## src/rtl/cpu_pkg.sv

```systemverilog
// cpu_pkg: shared types and constants for the multicycle RV32I-subset core.
// Holds the controller state encoding, opcode constants, ALU operation
// classes, ALU control codes and the datapath mux-select encodings.
package cpu_pkg;

  // Controller states; encodings 12-15 are unused and recover to FETCH.
  typedef enum logic [3:0] {
    S_FETCH    = 4'd0,
    S_DECODE   = 4'd1,
    S_MEMADR   = 4'd2,
    S_MEMREAD  = 4'd3,
    S_MEMWB    = 4'd4,
    S_MEMWRITE = 4'd5,
    S_EXECUTER = 4'd6,
    S_EXECUTEI = 4'd7,
    S_ALUWB    = 4'd8,
    S_JAL      = 4'd9,
    S_BEQ      = 4'd10,
    S_ILLEGAL  = 4'd11
  } state_t;

  // Opcodes
  localparam logic [6:0] OP_LW  = 7'b0000011;
  localparam logic [6:0] OP_SW  = 7'b0100011;
  localparam logic [6:0] OP_R   = 7'b0110011;
  localparam logic [6:0] OP_I   = 7'b0010011;
  localparam logic [6:0] OP_JAL = 7'b1101111;
  localparam logic [6:0] OP_BEQ = 7'b1100011;

  // ALU operation class handed to alu_decoder
  localparam logic [1:0] ALU_OP_ADD   = 2'b00;
  localparam logic [1:0] ALU_OP_SUB   = 2'b01;
  localparam logic [1:0] ALU_OP_FUNCT = 2'b10;

  // ALU control codes produced by alu_decoder
  localparam logic [3:0] ALUC_AND  = 4'b0000;
  localparam logic [3:0] ALUC_OR   = 4'b0001;
  localparam logic [3:0] ALUC_ADD  = 4'b0010;
  localparam logic [3:0] ALUC_SLL  = 4'b0011;
  localparam logic [3:0] ALUC_XOR  = 4'b0100;
  localparam logic [3:0] ALUC_SRL  = 4'b0101;
  localparam logic [3:0] ALUC_SUB  = 4'b0110;
  localparam logic [3:0] ALUC_SLT  = 4'b0111;
  localparam logic [3:0] ALUC_SLTU = 4'b1000;
  localparam logic [3:0] ALUC_SRA  = 4'b1001;

  // Result mux
  localparam logic [1:0] RES_ALUOUT    = 2'b00;
  localparam logic [1:0] RES_MEMDATA   = 2'b01;
  localparam logic [1:0] RES_ALURESULT = 2'b10;

  // ALU A mux
  localparam logic [1:0] SRCA_PC    = 2'b00;
  localparam logic [1:0] SRCA_OLDPC = 2'b01;
  localparam logic [1:0] SRCA_RS1   = 2'b10;

  // ALU B mux
  localparam logic [1:0] SRCB_RS2  = 2'b00;
  localparam logic [1:0] SRCB_IMM  = 2'b01;
  localparam logic [1:0] SRCB_FOUR = 2'b10;

endpackage

```

## src/rtl/alu_decoder.sv

```systemverilog
// alu_decoder: maps the controller's ALU operation class plus funct fields
// to a 4-bit ALU control code. Purely combinational.
// Ports: alu_op (class), funct3, funct7_b5 (already qualified by op[5]),
//        alu_control (operation to the ALU).
module alu_decoder
  import cpu_pkg::*;
(
  input  logic [1:0] alu_op,
  input  logic [2:0] funct3,
  input  logic       funct7_b5,
  output logic [3:0] alu_control
);

  always_comb begin
    alu_control = ALUC_ADD;
    case (alu_op)
      ALU_OP_ADD: alu_control = ALUC_ADD;
      ALU_OP_SUB: alu_control = ALUC_SUB;
      ALU_OP_FUNCT: begin
        case (funct3)
          3'b000:  alu_control = funct7_b5 ? ALUC_SUB : ALUC_ADD;
          3'b001:  alu_control = ALUC_SLL;
          3'b010:  alu_control = ALUC_SLT;
          3'b011:  alu_control = ALUC_SLTU;
          3'b100:  alu_control = ALUC_XOR;
          // funct7_b5 arrives masked by op[5], so only register-form
          // shifts can select the arithmetic variant.
          3'b101:  alu_control = funct7_b5 ? ALUC_SRA : ALUC_SRL;
          3'b110:  alu_control = ALUC_OR;
          default: alu_control = ALUC_AND;
        endcase
      end
      default: alu_control = ALUC_ADD;
    endcase
  end

endmodule

```

## src/rtl/multicycle_controller.sv

```systemverilog
// multicycle_controller: main control FSM of the multicycle RV32I-subset core.
// Sequences the shared ALU through fetch/decode/address/execute/branch phases
// and drives the datapath mux selects and write enables (Moore decode plus
// mem_ready/zero gating). MEM_WAIT_EN=0 treats memory as always ready.
// Ports: clk, reset (sync, active-high); op/funct3/funct7_b5 from the IR;
//        zero from the ALU; mem_ready from memory; pc_write, adr_src,
//        mem_write, ir_write, reg_write, result_src, alu_src_a, alu_src_b,
//        alu_control to the datapath; retire, illegal, state_o for status.
module multicycle_controller
  import cpu_pkg::*;
#(
  parameter logic MEM_WAIT_EN = 1'b1
) (
  input  logic       clk,
  input  logic       reset,
  input  logic [6:0] op,
  input  logic [2:0] funct3,
  input  logic       funct7_b5,
  input  logic       zero,
  input  logic       mem_ready,
  output logic       pc_write,
  output logic       adr_src,
  output logic       mem_write,
  output logic       ir_write,
  output logic       reg_write,
  output logic [1:0] result_src,
  output logic [1:0] alu_src_a,
  output logic [1:0] alu_src_b,
  output logic [3:0] alu_control,
  output logic       retire,
  output logic       illegal,
  output logic [3:0] state_o
);

  state_t     state_q, state_d;
  logic       illegal_q;
  logic       mem_rdy;
  logic [1:0] alu_op;
  logic       funct7_eff;

  assign mem_rdy = MEM_WAIT_EN ? mem_ready : 1'b1;

  // Only R-type (op[5]=1) may request SUB via bit 30; for I-type that bit
  // is immediate data.
  assign funct7_eff = funct7_b5 & op[5];

  // State and sticky illegal flag
  always_ff @(posedge clk) begin
    if (reset) begin
      state_q   <= S_FETCH;
      illegal_q <= 1'b0;
    end else begin
      state_q   <= state_d;
      illegal_q <= illegal_q | (state_d == S_ILLEGAL);
    end
  end

  // Next-state logic
  always_comb begin
    state_d = state_q;
    case (state_q)
      S_FETCH: if (mem_rdy) state_d = S_DECODE;
      S_DECODE: begin
        case (op)
          OP_LW, OP_SW: state_d = S_MEMADR;
          OP_R:         state_d = S_EXECUTER;
          OP_I:         state_d = S_EXECUTEI;
          OP_JAL:       state_d = S_JAL;
          OP_BEQ:       state_d = S_BEQ;
          default:      state_d = S_ILLEGAL;
        endcase
      end
      S_MEMADR:   state_d = op[5] ? S_MEMWRITE : S_MEMREAD;
      S_MEMREAD:  if (mem_rdy) state_d = S_MEMWB;
      S_MEMWB:    state_d = S_FETCH;
      S_MEMWRITE: if (mem_rdy) state_d = S_FETCH;
      S_EXECUTER: state_d = S_ALUWB;
      S_EXECUTEI: state_d = S_ALUWB;
      S_ALUWB:    state_d = S_FETCH;
      S_JAL:      state_d = S_ALUWB;
      S_BEQ:      state_d = S_FETCH;
      S_ILLEGAL:  state_d = S_ILLEGAL;
      default:    state_d = S_FETCH;
    endcase
  end

  // Output decode
  always_comb begin
    pc_write   = 1'b0;
    adr_src    = 1'b0;
    mem_write  = 1'b0;
    ir_write   = 1'b0;
    reg_write  = 1'b0;
    retire     = 1'b0;
    result_src = RES_ALUOUT;
    alu_src_a  = SRCA_PC;
    alu_src_b  = SRCB_RS2;
    alu_op     = ALU_OP_ADD;

    case (state_q)
      S_FETCH: begin
        alu_src_b  = SRCB_FOUR;
        result_src = RES_ALURESULT;
        ir_write   = mem_rdy;
        pc_write   = mem_rdy;
      end
      S_DECODE: begin
        // Branch/jump target computed early into ALUOut
        alu_src_a = SRCA_OLDPC;
        alu_src_b = SRCB_IMM;
      end
      S_MEMADR: begin
        alu_src_a = SRCA_RS1;
        alu_src_b = SRCB_IMM;
      end
      S_MEMREAD: begin
        adr_src = 1'b1;
      end
      S_MEMWB: begin
        result_src = RES_MEMDATA;
        reg_write  = 1'b1;
        retire     = 1'b1;
      end
      S_MEMWRITE: begin
        adr_src   = 1'b1;
        mem_write = 1'b1;
        retire    = mem_rdy;
      end
      S_EXECUTER: begin
        alu_src_a = SRCA_RS1;
        alu_op    = ALU_OP_FUNCT;
      end
      S_EXECUTEI: begin
        alu_src_a = SRCA_RS1;
        alu_src_b = SRCB_IMM;
        alu_op    = ALU_OP_FUNCT;
      end
      S_ALUWB: begin
        reg_write = 1'b1;
        retire    = 1'b1;
      end
      S_JAL: begin
        // oldPC+4 goes to ALUOut for the link write; PC takes the
        // target already sitting in ALUOut.
        alu_src_a = SRCA_OLDPC;
        alu_src_b = SRCB_FOUR;
        pc_write  = 1'b1;
      end
      S_BEQ: begin
        alu_src_a = SRCA_RS1;
        alu_op    = ALU_OP_SUB;
        pc_write  = zero;
        retire    = 1'b1;
      end
      default: ;
    endcase

    // Reset wins over everything: no writes, FETCH selects.
    if (reset) begin
      pc_write   = 1'b0;
      adr_src    = 1'b0;
      mem_write  = 1'b0;
      ir_write   = 1'b0;
      reg_write  = 1'b0;
      retire     = 1'b0;
      result_src = RES_ALURESULT;
      alu_src_a  = SRCA_PC;
      alu_src_b  = SRCB_FOUR;
      alu_op     = ALU_OP_ADD;
    end
  end

  assign illegal = illegal_q | (state_q >= S_ILLEGAL);
  assign state_o = state_q;

  alu_decoder u_alu_decoder (
    .alu_op      (alu_op),
    .funct3      (funct3),
    .funct7_b5   (funct7_eff),
    .alu_control (alu_control)
  );

endmodule

```

## config.mk

```make
export PLATFORM = sky130hd
export DESIGN_NAME = multicycle_controller
export DESIGN_NICKNAME = d
export VERILOG_FILES = /design/src/rtl/cpu_pkg.sv /design/src/rtl/alu_decoder.sv /design/src/rtl/multicycle_controller.sv
export SDC_FILE = /design/constraint.sdc
export NUM_CORES = 1
export LEC_CHECK = 0
export ABC_AREA = 1
export BUFFER_PORTS_ARGS = -buffer_cell sky130_fd_sc_hd__buf_2
export CAP_MARGIN = 20
export CORE_UTILIZATION = 39
export CTS_CLUSTER_DIAMETER = 120
export CTS_CLUSTER_SIZE = 12
export DETAILED_ROUTE_END_ITERATION = 16
export HOLD_SLACK_MARGIN = 0.03
export PLACE_DENSITY = 0.7
export SYNTH_ARGS = -nofsm -noshare
export SYNTH_HDL_FRONTEND = slang
export SYNTH_HIERARCHICAL = 1
export SYNTH_SLANG_ARGS = --single-unit
```

## constraint.sdc

```tcl
create_clock -name clk -period 1.5 [get_ports clk]
set_clock_uncertainty 0.15 [all_clocks]
set_input_delay 0.075 -clock clk [delete_from_list [all_inputs] [get_ports clk]]
set_output_delay 0.075 -clock clk [all_outputs]
set_load 0.005 [all_outputs]
```

==> results of run 1 <==
## final timing paths
kind	startpoint	end	slack, ns
setup / recovery	state_o[2]	alu_control[2]	-0.42
hold / removal	mem_ready	state_o[2]	0.11
setup reg to reg	state_o[2]	illegal_q	-0.27
hold reg to reg	illegal_q	illegal_q	0.30
## through the flow
stage / power (mW) / TNS, ns
3_3_place_gp: 1.01 / -0.180
4_1_cts: 1.44 / -2.40
2_1_floorplan: 0.697 / -0.0303
3_5_place_dp: 1.02 / -0.302
6_report: 1.80 / -4.43
5_1_grt: 1.87 / -5.30
## layout make-up
cell class | count | area (µm²) | area share (%)
multi-input combinational | 93 | 647 | 47.5
timing repair buffer | 66 | 462 | 33.9
sequential | 5 | 113 | 8.27
inverter | 23 | 93.8 | 6.89
clock buffer | 4 | 26.3 | 1.93
tap | 16 | 20.0 | 1.47
## Yosys cell counts
master | number | area share [%]
nor4_1 | 2 | 1.9
nor2_2 | 4 | 3.7
dfxtp_1 | 5 | 15
nand4_1 | 1 | 0.93
clkbuf_1 | 1 | 0.56
o21ai_1 | 1 | 0.75
nor3_1 | 2 | 1.5
a31oi_1 | 2 | 1.9
inv_1 | 18 | 10
nand2_1 | 29 | 16
nand3b_1 | 1 | 1.1
a21oi_2 | 2 | 2.6
nor2_4 | 3 | 5.0
nand3_1 | 10 | 7.5
inv_2 | 5 | 2.8
nor2_1 | 14 | 7.8
a21oi_1 | 10 | 7.5
nand2_2 | 3 | 2.8
ha_1 | 2 | 3.7
a211o_1 | 2 | 2.6
o21ai_0 | 4 | 3.0
o211ai_1 | 1 | 1.1
## metal layers
metal,global-route usage [%],part of all wire [%]
met1,33.8,35
met2,53.6,48
met3,5.00,9.7
met4,16.9,7.3
met5,0,0
## kinds of logic (layout without fill, tap and decap cells)
family,count (synthesis),count (layout),share of synthesized area (%)
DFF,5,5,14.9
adders and majority gates,2,2,3.73
AOI/OAI and AO/OA,22,22,19.4
and+or+nand+nor,69,69,48.5
buffers and inverters,24,93,13.4
## worst max-delay path, cell delays in order, from the launching register on
cell and delay (ns):
dfxtp_4 0.36, inv_4 0.05, nor2_4 0.10, nand2_2 0.08
nor2_4 0.12, ha_4 0.18, inv_2 0.05, a21oi_2 0.14
nand3_2 0.11, a21oi_2 0.13, buf_2 0.12
## state kept, by name, summed over array words and instances (netlist names)
| register | count |
|---|---|
| illegal_q | 1 |
| state_o | 4 |
## what timing repair did
action,CTS,global route
pin swaps,16,18
endpoints found under the setup margin,13,22
resized for setup,24,31
endpoints found under the hold margin,1,0
setup buffers,13,6
hold buffers,2,0
## cell usage in the layout, fill, tap and decap left out, drive strengths merged
cell	n
nor4	2
nand3b	1
inv	23
nand3	10
o211ai	1
o21ai	5
nor3	2
buf	64
ha	2
dfxtp	5
a31oi	2
dlygate4sd3	2
nand4	1
nand2	32
a211o	2
nor2	21
a21oi	12
clkbuf	4
## power breakdown
part | internal (mW) | switching [mW]
clock network | 0.101 | 0.0610
logic | 0.659 | 0.738
registers | 0.187 | 0.0561
total | 0.947 | 0.855
==> impl_metrics.ini, run 1 <==
[timing]
finalHoldViolations = 0
finalSetupViolations = 20
layout_setup_ws_ns = -0.417
tightest_slew_ns = 0.263
slew_headroom_pct = 82.4
rsz0062_at_grt = true
max_freq_ghz = 0.522
drv_slew = 0
hold_ws_ns = 0.113
finalCritPeriodShare_pct = 128
min_period_ns = 1.92

[run_status]
status = finished with violations
violations = design-rule violations, negative setup slack

[clock_tree]
h-tree-depth = 1
path_clk_slew_ns = 0.05
cts_root_buffer = clkbuf_4
clockBufferDepth = 2
cts_tree = yes
insertion_delay_ns = 0.25
clkSinkCount = 5
cts_made_buffers = 3

[drt]
vias_per_cell = 5.85
wire_per_inst_um = 17.2
via_count = 1210
drc_errors = 6
finalWirelength_um = 3550
first_iter_violations = 56
drt_first_pass_iters = 10
antenna_left = 0

[power]
ir_drop_uv = 1340
power_density_mw_per_mm2 = 1320
cellLeakagePower_nw = 0.710

[placement]
io_buffers = 35
placedCellCount = 184
gp_congestion = 0.915
dpl.hpwl_um = 1710
post-place-ws_ns = -0.116
placed_area_mm2 = 0.00100

[floorplan]
boundaryPins = 36
fp.coreArea_mm2 = 0.00156
fp.dieW_um = 43.5
die_height_um = 43.5
rows = 14
die_area_mm2 = 0.00189
initial_core_util_pct = 43.0

[logic_synthesis]
yosysSeqAreaShare_pct = 14.9
ys_warn_count = 6
syn_inst = 122
syn_nets = 139
yosys_register_bits = 5
synth.avg_cell_area_um2 = 5.50
ys_types = 22
synthesis.area_um2 = 671

[worst_setup_path]
ff2ff_path_depth = 13
end_kind = output port
worst_ep_required_time_ns = 1.27
path_class = flop to output port
arrival_ns = 1.69
worst_setup_path_start_kind = flop
crit_path_max_fanout = 3

[grt]
grt_max_degree = 10
track_usage_pct = 30.1
antenna_found_initial = 0
grt-ovfl-total = 0
grt_pass1_vias = 1029
grt_pass1_wl_um = 4250

[cells_and_area]
diodes = 0
fin_area_mm2 = 0.00136
syn_to_final_growth_pct = 103
nFillCells = 88
finalNonFillerCells = 207
final_layout_size_suffix_gt1_share_pct = 62.3
post-route-util_pct = 87.3
final_nets = 209

[min_path]
whs_path_depth = 3
hp-class = input pin to flop

[job]
maxCapViolCount = 0
Power figures use the tool's default switching activity.
==> run 2: changes to the inputs <==
--- a/config.mk
+++ b/config.mk
@@ -8,13 +8,14 @@
 export ABC_AREA = 1
 export BUFFER_PORTS_ARGS = -buffer_cell sky130_fd_sc_hd__buf_2
 export CAP_MARGIN = 20
+export CORE_MARGIN = 10
 export CORE_UTILIZATION = 39
 export CTS_CLUSTER_DIAMETER = 120
 export CTS_CLUSTER_SIZE = 12
 export DETAILED_ROUTE_END_ITERATION = 16
 export HOLD_SLACK_MARGIN = 0.03
 export PLACE_DENSITY = 0.7
+export SETUP_SLACK_MARGIN = 0.02
 export SYNTH_ARGS = -nofsm -noshare
 export SYNTH_HDL_FRONTEND = slang
-export SYNTH_HIERARCHICAL = 1
 export SYNTH_SLANG_ARGS = --single-unit
==> run 2 against run 1 <==
- the run ends with negative setup slack left
- critical path depth grew 1
- via count shrank 15%
- sequential share of layout area increased by 0.19 points
- synthesized area is 1.9% higher
- first-iteration DRC count fell by 27%
- largest cell class unchanged
- final area down 6.6%
- wire length shrank 23%
- highest routed layer unchanged
- flip-flop and latch count did not move
- cell count decreased by 3.4%
- worst hold slack lost 0.074 ns
==> impl_metrics.ini, run 2 <==
[logic_synthesis]
synthesis.area_um2 = 683
yosysMostFrequentCell = nand2_1
yosys-top-cells-count = nand2_1, inv_1, nor2_1
syn_inst = 123
ys_types = 24
async_flop_share_pct = 0
yosys-top-cells-area = nand2_1, dfxtp_1, inv_1
synth_area_leader_cell = nand2_1
ys_warn_count = 0
yosysSeqAreaShare_pct = 14.7
syn_nets = 140
yosys_register_bits = 5
synth.avg_cell_area_um2 = 5.55
yosysTopAreaCellShare_pct = 14.8
synth-edff-count = 0
ys.flop_type = dfxtp_1

[floorplan]
initial_core_util_pct = 40.4
fp.coreArea_mm2 = 0.00169
rows = 15
fp.dieW_um = 61.9
die_height_um = 61.9
boundaryPins = 36
die_area_mm2 = 0.00383

[run_status]
status = finished with violations
violations = negative setup slack

[drt]
finalWirelength_um = 2720
drt_first_pass_iters = 4
vias_per_cell = 5.14
drc_errors = 0
via_count = 1027
first_iter_violations = 41
wire_per_inst_um = 13.6
antenna_left = 0

[power]
power_density_mw_per_mm2 = 1260
p_sw_mw = 0.765
p_seq_share_pct = 13.6
ir_drop_uv = 673
combinationalPowerShare_pct = 76.2
cellLeakagePower_nw = 0.649
p_total_mw = 1.60
switching_share_pct = 47.8
power_frac_clock_pct = 10.2
intPower_mw = 0.835

[clock_tree]
path_clk_slew_ns = 0.05
clkSinkCount = 5
cts_made_buffers = 3
h-tree-depth = 1
insertion_delay_ns = 0.25
cts_root_buffer = clkbuf_4
cts_tree = yes
clockBufferDepth = 2

[grt]
grt_max_degree = 9
track_usage_pct = 12.5
grt_pass1_vias = 903
antenna_found_initial = 0
grt_pass1_wl_um = 3710
grt-ovfl-total = 0

[worst_setup_path]
path_class = flop to output port
reg2reg_slack_ns = -0.11
crit_path_max_fanout = 3
rr_startpoint = state_o[0]
critPathMostFrequentCell = inv_2
worst_setup_path_start_kind = flop
ff2ff_path_depth = 11
slowest_delay_ns = 0.34
crit_buf_inv = 5
end_kind = output port
arrival_ns = 1.58
worst_ep_required_time_ns = 1.27
critPathTopFamily = simple AND/OR/NAND/NOR gates
worstPathCellList = inv_2 > nor2_4 > inv_2 > nor2_4 > inv_2 > nor2_4 > inv_2 > ha_4 > nor2_1 > o21ai_1 > buf_2
crit_path_top_delay_cell = dfxtp_4
r2r-end = illegal_q

[timing]
tightest_slew_ns = 0.267
min_period_ns = 1.81
max_freq_ghz = 0.553
slew_headroom_pct = 82.2
drv_slew = 0
rsz0062_at_grt = true
finalSetupViolations = 20
layout_setup_ws_ns = -0.309
finalHoldViolations = 0
finalCritPeriodShare_pct = 121
setup_tns_ns = -2.68

[cells_and_area]
layout_common_cells = buf_2, nand2_1, buf_4
multi_input_area_um2 = 632
layout_commonest_cell = buf_2
final-seq-area_um2 = 108
syn_to_final_growth_pct = 86.1
finalNonFillerCells = 200
largest_reg_flops = 4
nFillCells = 118
final_nets = 201
final_layout_size_suffix_gt1_share_pct = 62.3
diodes = 0

[placement]
placedCellCount = 183
io_buffers = 35
gp_congestion = 0.868
dpl.hpwl_um = 1930

[min_path]
min_from = op[6]
hp-class = input pin to flop
whs_path_depth = 4
whs_endpoint = state_o[2]

[job]
maxCapViolCount = 0
[run 2: changes by cell type after synthesis, moves of 2 or more]
cell     change
nand2_1      -2
nand2_2      +2
a211o_1      -2
nand3_2      +3
a21oi_1      -4
nand3_1      -2
a31oi_1      +2
nor2_1       +5
[run 2: worst max path at each step]
stage                     cells after the start  slack [ns]              to  startpoint
after CTS                                    11       -0.28  alu_control[1]  state_o[1]
after floorplan                              10       -0.05  alu_control[1]  state_o[1]
final                                        11       -0.31  alu_control[1]  state_o[1]
after detailed placement                     11       -0.12  alu_control[1]  state_o[1]
after global placement                       11       -0.08  alu_control[1]  state_o[1]
after global routing                         11       -0.39  alu_control[1]  state_o[1]
[run 2: worst min-delay path: cells and delay by family]
kind	cells	cell delay, ns
AOI/OAI and AO/OA	1	0.06
buffers and inverters	2	0.15
and+or+nand+nor	1	0.11
[run 2: cell families after synthesis]
kind of cell,synth area share (%)
simple gates,52.2
buf+inv,14.7
compound gates,14.8
flops,14.7
fa+ha+maj,3.66
[run 2: metal layers]
metal / GRT usage [%] / wire [µm] / vias to the layer above
met5: 0 / 0 / -
met1: 12.9 / 1060 / 472
met2: 24.7 / 1460 / 33
li1: - / - / 517
met4: 5.10 / 46 / 0
met3: 1.22 / 155 / 5
[run 2: cell type report]
class                      instances  area share (%)
sequential                         5            8.46
clock buffer                       4            2.07
tap                               17            1.67
timing repair buffer              58            30.4
multi-input combinational         92            49.7
inverter                          24            7.68
[run 2: metrics by stage]
stage / instance area [µm²] / utilization [%] / hold WS (ns) / worst slack (ns)
2_1_floorplan: 704 / - / 0.0604 / -0.0457
3_3_place_gp: 968 / 57.3 / 0.219 / -0.0838
3_5_place_dp: 968 / 57.3 / 0.224 / -0.124
4_1_cts: 1110 / 65.6 / 0.0509 / -0.284
5_1_grt: 1270 / 75.3 / 0.0652 / -0.391
6_report: 1270 / 75.3 / 0.0388 / -0.309
[run 2: power by group through the flow]
stage	Combinational [mW]	Sequential, mW	Clock (mW)
global route	1.32	0.222	0.174
global placement	0.826	0.212	0
detailed placement	0.844	0.213	0
floorplan	0.476	0.258	0
finish	1.22	0.218	0.163
CTS	0.965	0.218	0.157
[run 2: repair_timing]
action                                  CTS  global route
buffers inserted                          6             6
pin swaps                                12            18
gates cloned                              0             0
hold buffers                              3             0
resized for setup                        17            33
endpoints found under the setup margin   15            22
hold endpoints to repair                  5             0
==> run 3: changes to the inputs <==
--- a/config.mk
+++ b/config.mk
@@ -15,6 +15,7 @@
 export DETAILED_ROUTE_END_ITERATION = 16
 export HOLD_SLACK_MARGIN = 0.03
 export PLACE_DENSITY = 0.7
+export RECOVER_POWER = 100
 export SETUP_SLACK_MARGIN = 0.02
 export SYNTH_ARGS = -nofsm -noshare
 export SYNTH_HDL_FRONTEND = slang
==> run 3 against run 2 <==
- the flow still finishes with violations (negative setup slack)
- register-to-register slack got worse by 0.03 ns
- cell count unchanged
- via count is 0.68% higher
- sequential power hardly changed
- fmax about the same
- final area down 0.59%
- critical endpoint is now alu_control[2]
- highest routed layer unchanged
==> impl_metrics.ini, run 3 (synthesis results as in run 2) <==
[timing]
finalHoldViolations = 0
drv_slew = 0
slew_headroom_pct = 78.8
tightest_slew_ns = 0.317
layout_setup_ws_ns = -0.309
rsz0062_at_grt = true
max_freq_ghz = 0.553
min_period_ns = 1.81
hold_ws_ns = 0.0388
finalCritPeriodShare_pct = 121
finalSetupViolations = 21
setup_tns_ns = -3.11

[floorplan]
die_area_mm2 = 0.00383
die_height_um = 61.9
rows = 15
fp.coreArea_mm2 = 0.00169
fp.dieW_um = 61.9
initial_core_util_pct = 40.4
boundaryPins = 36

[drt]
finalWirelength_um = 2740
first_iter_violations = 33
drc_errors = 0
via_count = 1034
vias_per_cell = 5.17
antenna_left = 0
wire_per_inst_um = 13.7
drt_first_pass_iters = 4

[worst_setup_path]
crit_path_max_fanout = 6
end_kind = output port
arrival_ns = 1.58
worst_setup_path_start_kind = flop
worst_ep_required_time_ns = 1.27
path_class = flop to output port

[clock_tree]
h-tree-depth = 1
cts_root_buffer = clkbuf_4
clockBufferDepth = 2
clkSinkCount = 5
path_clk_slew_ns = 0.05
cts_made_buffers = 3
insertion_delay_ns = 0.25
cts_tree = yes

[cells_and_area]
layout_common_cells = buf_2, nand2_1, inv_1
diodes = 0
syn_to_final_growth_pct = 85.0
largest_reg_flops = 4
finalNonFillerCells = 200
final_layout_size_suffix_gt1_share_pct = 61.2
final_nets = 201
layout_commonest_cell = buf_2

[run_status]
violations = negative setup slack
status = finished with violations

[power]
p_total_mw = 1.59
power_density_mw_per_mm2 = 1260
ir_drop_uv = 673
cellLeakagePower_nw = 0.641

[placement]
gp_congestion = 0.868
io_buffers = 35
dpl.hpwl_um = 1930
placedCellCount = 183

[job]
maxCapViolCount = 0

[grt]
grt-ovfl-total = 0
antenna_found_initial = 0
track_usage_pct = 12.5
grt_pass1_wl_um = 3710
grt_pass1_vias = 903
grt_max_degree = 9

[min_path]
hp-class = input pin to flop
[run 3: cell types whose count changed in the layout (fill, tap and decap cells not counted), sizes merged]
cell,change
clkbuf,+2
buf,-2
[run 3: power breakdown]
group	total, mW	switching [mW]	internal (mW)	leakage [nW]
clock	0.163	0.0619	0.101	0.0150
sequential	0.218	0.0331	0.185	0.0428
combinational	1.21	0.671	0.538	0.583
[run 3: critical path: stages, from the launching register on]
cell       delay, ns
dfxtp_4         0.34
buf_4           0.17
nand2_1         0.12
nor2_2          0.15
ha_4            0.17
o2111ai_1       0.12
a21oi_1         0.14
buf_2           0.13
[run 3: worst paths after layout]
kind	startpoint	end	slack, ns	cells past startpoint
worst min register to register	illegal_q	illegal_q	0.32	2
worst max register to register	state_o[2]	illegal_q	-0.14	9
worst min-delay path	op[6]	state_o[2]	0.04	4
worst max-delay path	state_o[1]	alu_control[2]	-0.31	7
[run 3: what timing repair did]
action | CTS | global route
hold endpoints to repair | 5 | 0
gates resized for setup | 17 | 33
hold buffers | 3 | 0
pin swaps | 12 | 18
endpoints found under the setup margin | 15 | 22
setup buffers | 6 | 6
[run 3: cell type report]
cell class / count / area (µm²)
Fill cell: 122 / 425
Sequential cell: 5 / 108
Timing Repair Buffer: 58 / 379
Tap cell: 17 / 21.3
Inverter: 24 / 97.6
Multi-Input combinational cell: 92 / 632
Clock buffer: 4 / 26.3
[run 3: through the flow]
| stage | setup slack [ns] | cell area [µm²] | util (%) |
|---|---|---|---|
| after floorplan | -0.0457 | 704 | - |
| after global placement | -0.0838 | 968 | 57.3 |
| after detailed placement | -0.124 | 968 | 57.3 |
| after CTS | -0.284 | 1110 | 65.6 |
| after global routing | -0.391 | 1260 | 74.8 |
| final | -0.309 | 1260 | 74.8 |
[run 3: layer usage]
layer  global-route usage, %  routed length (µm)
met5                       0                   0
met4                    5.10                  46
met3                    1.22                 170
met2                    24.7                1460
met1                    12.9                1060
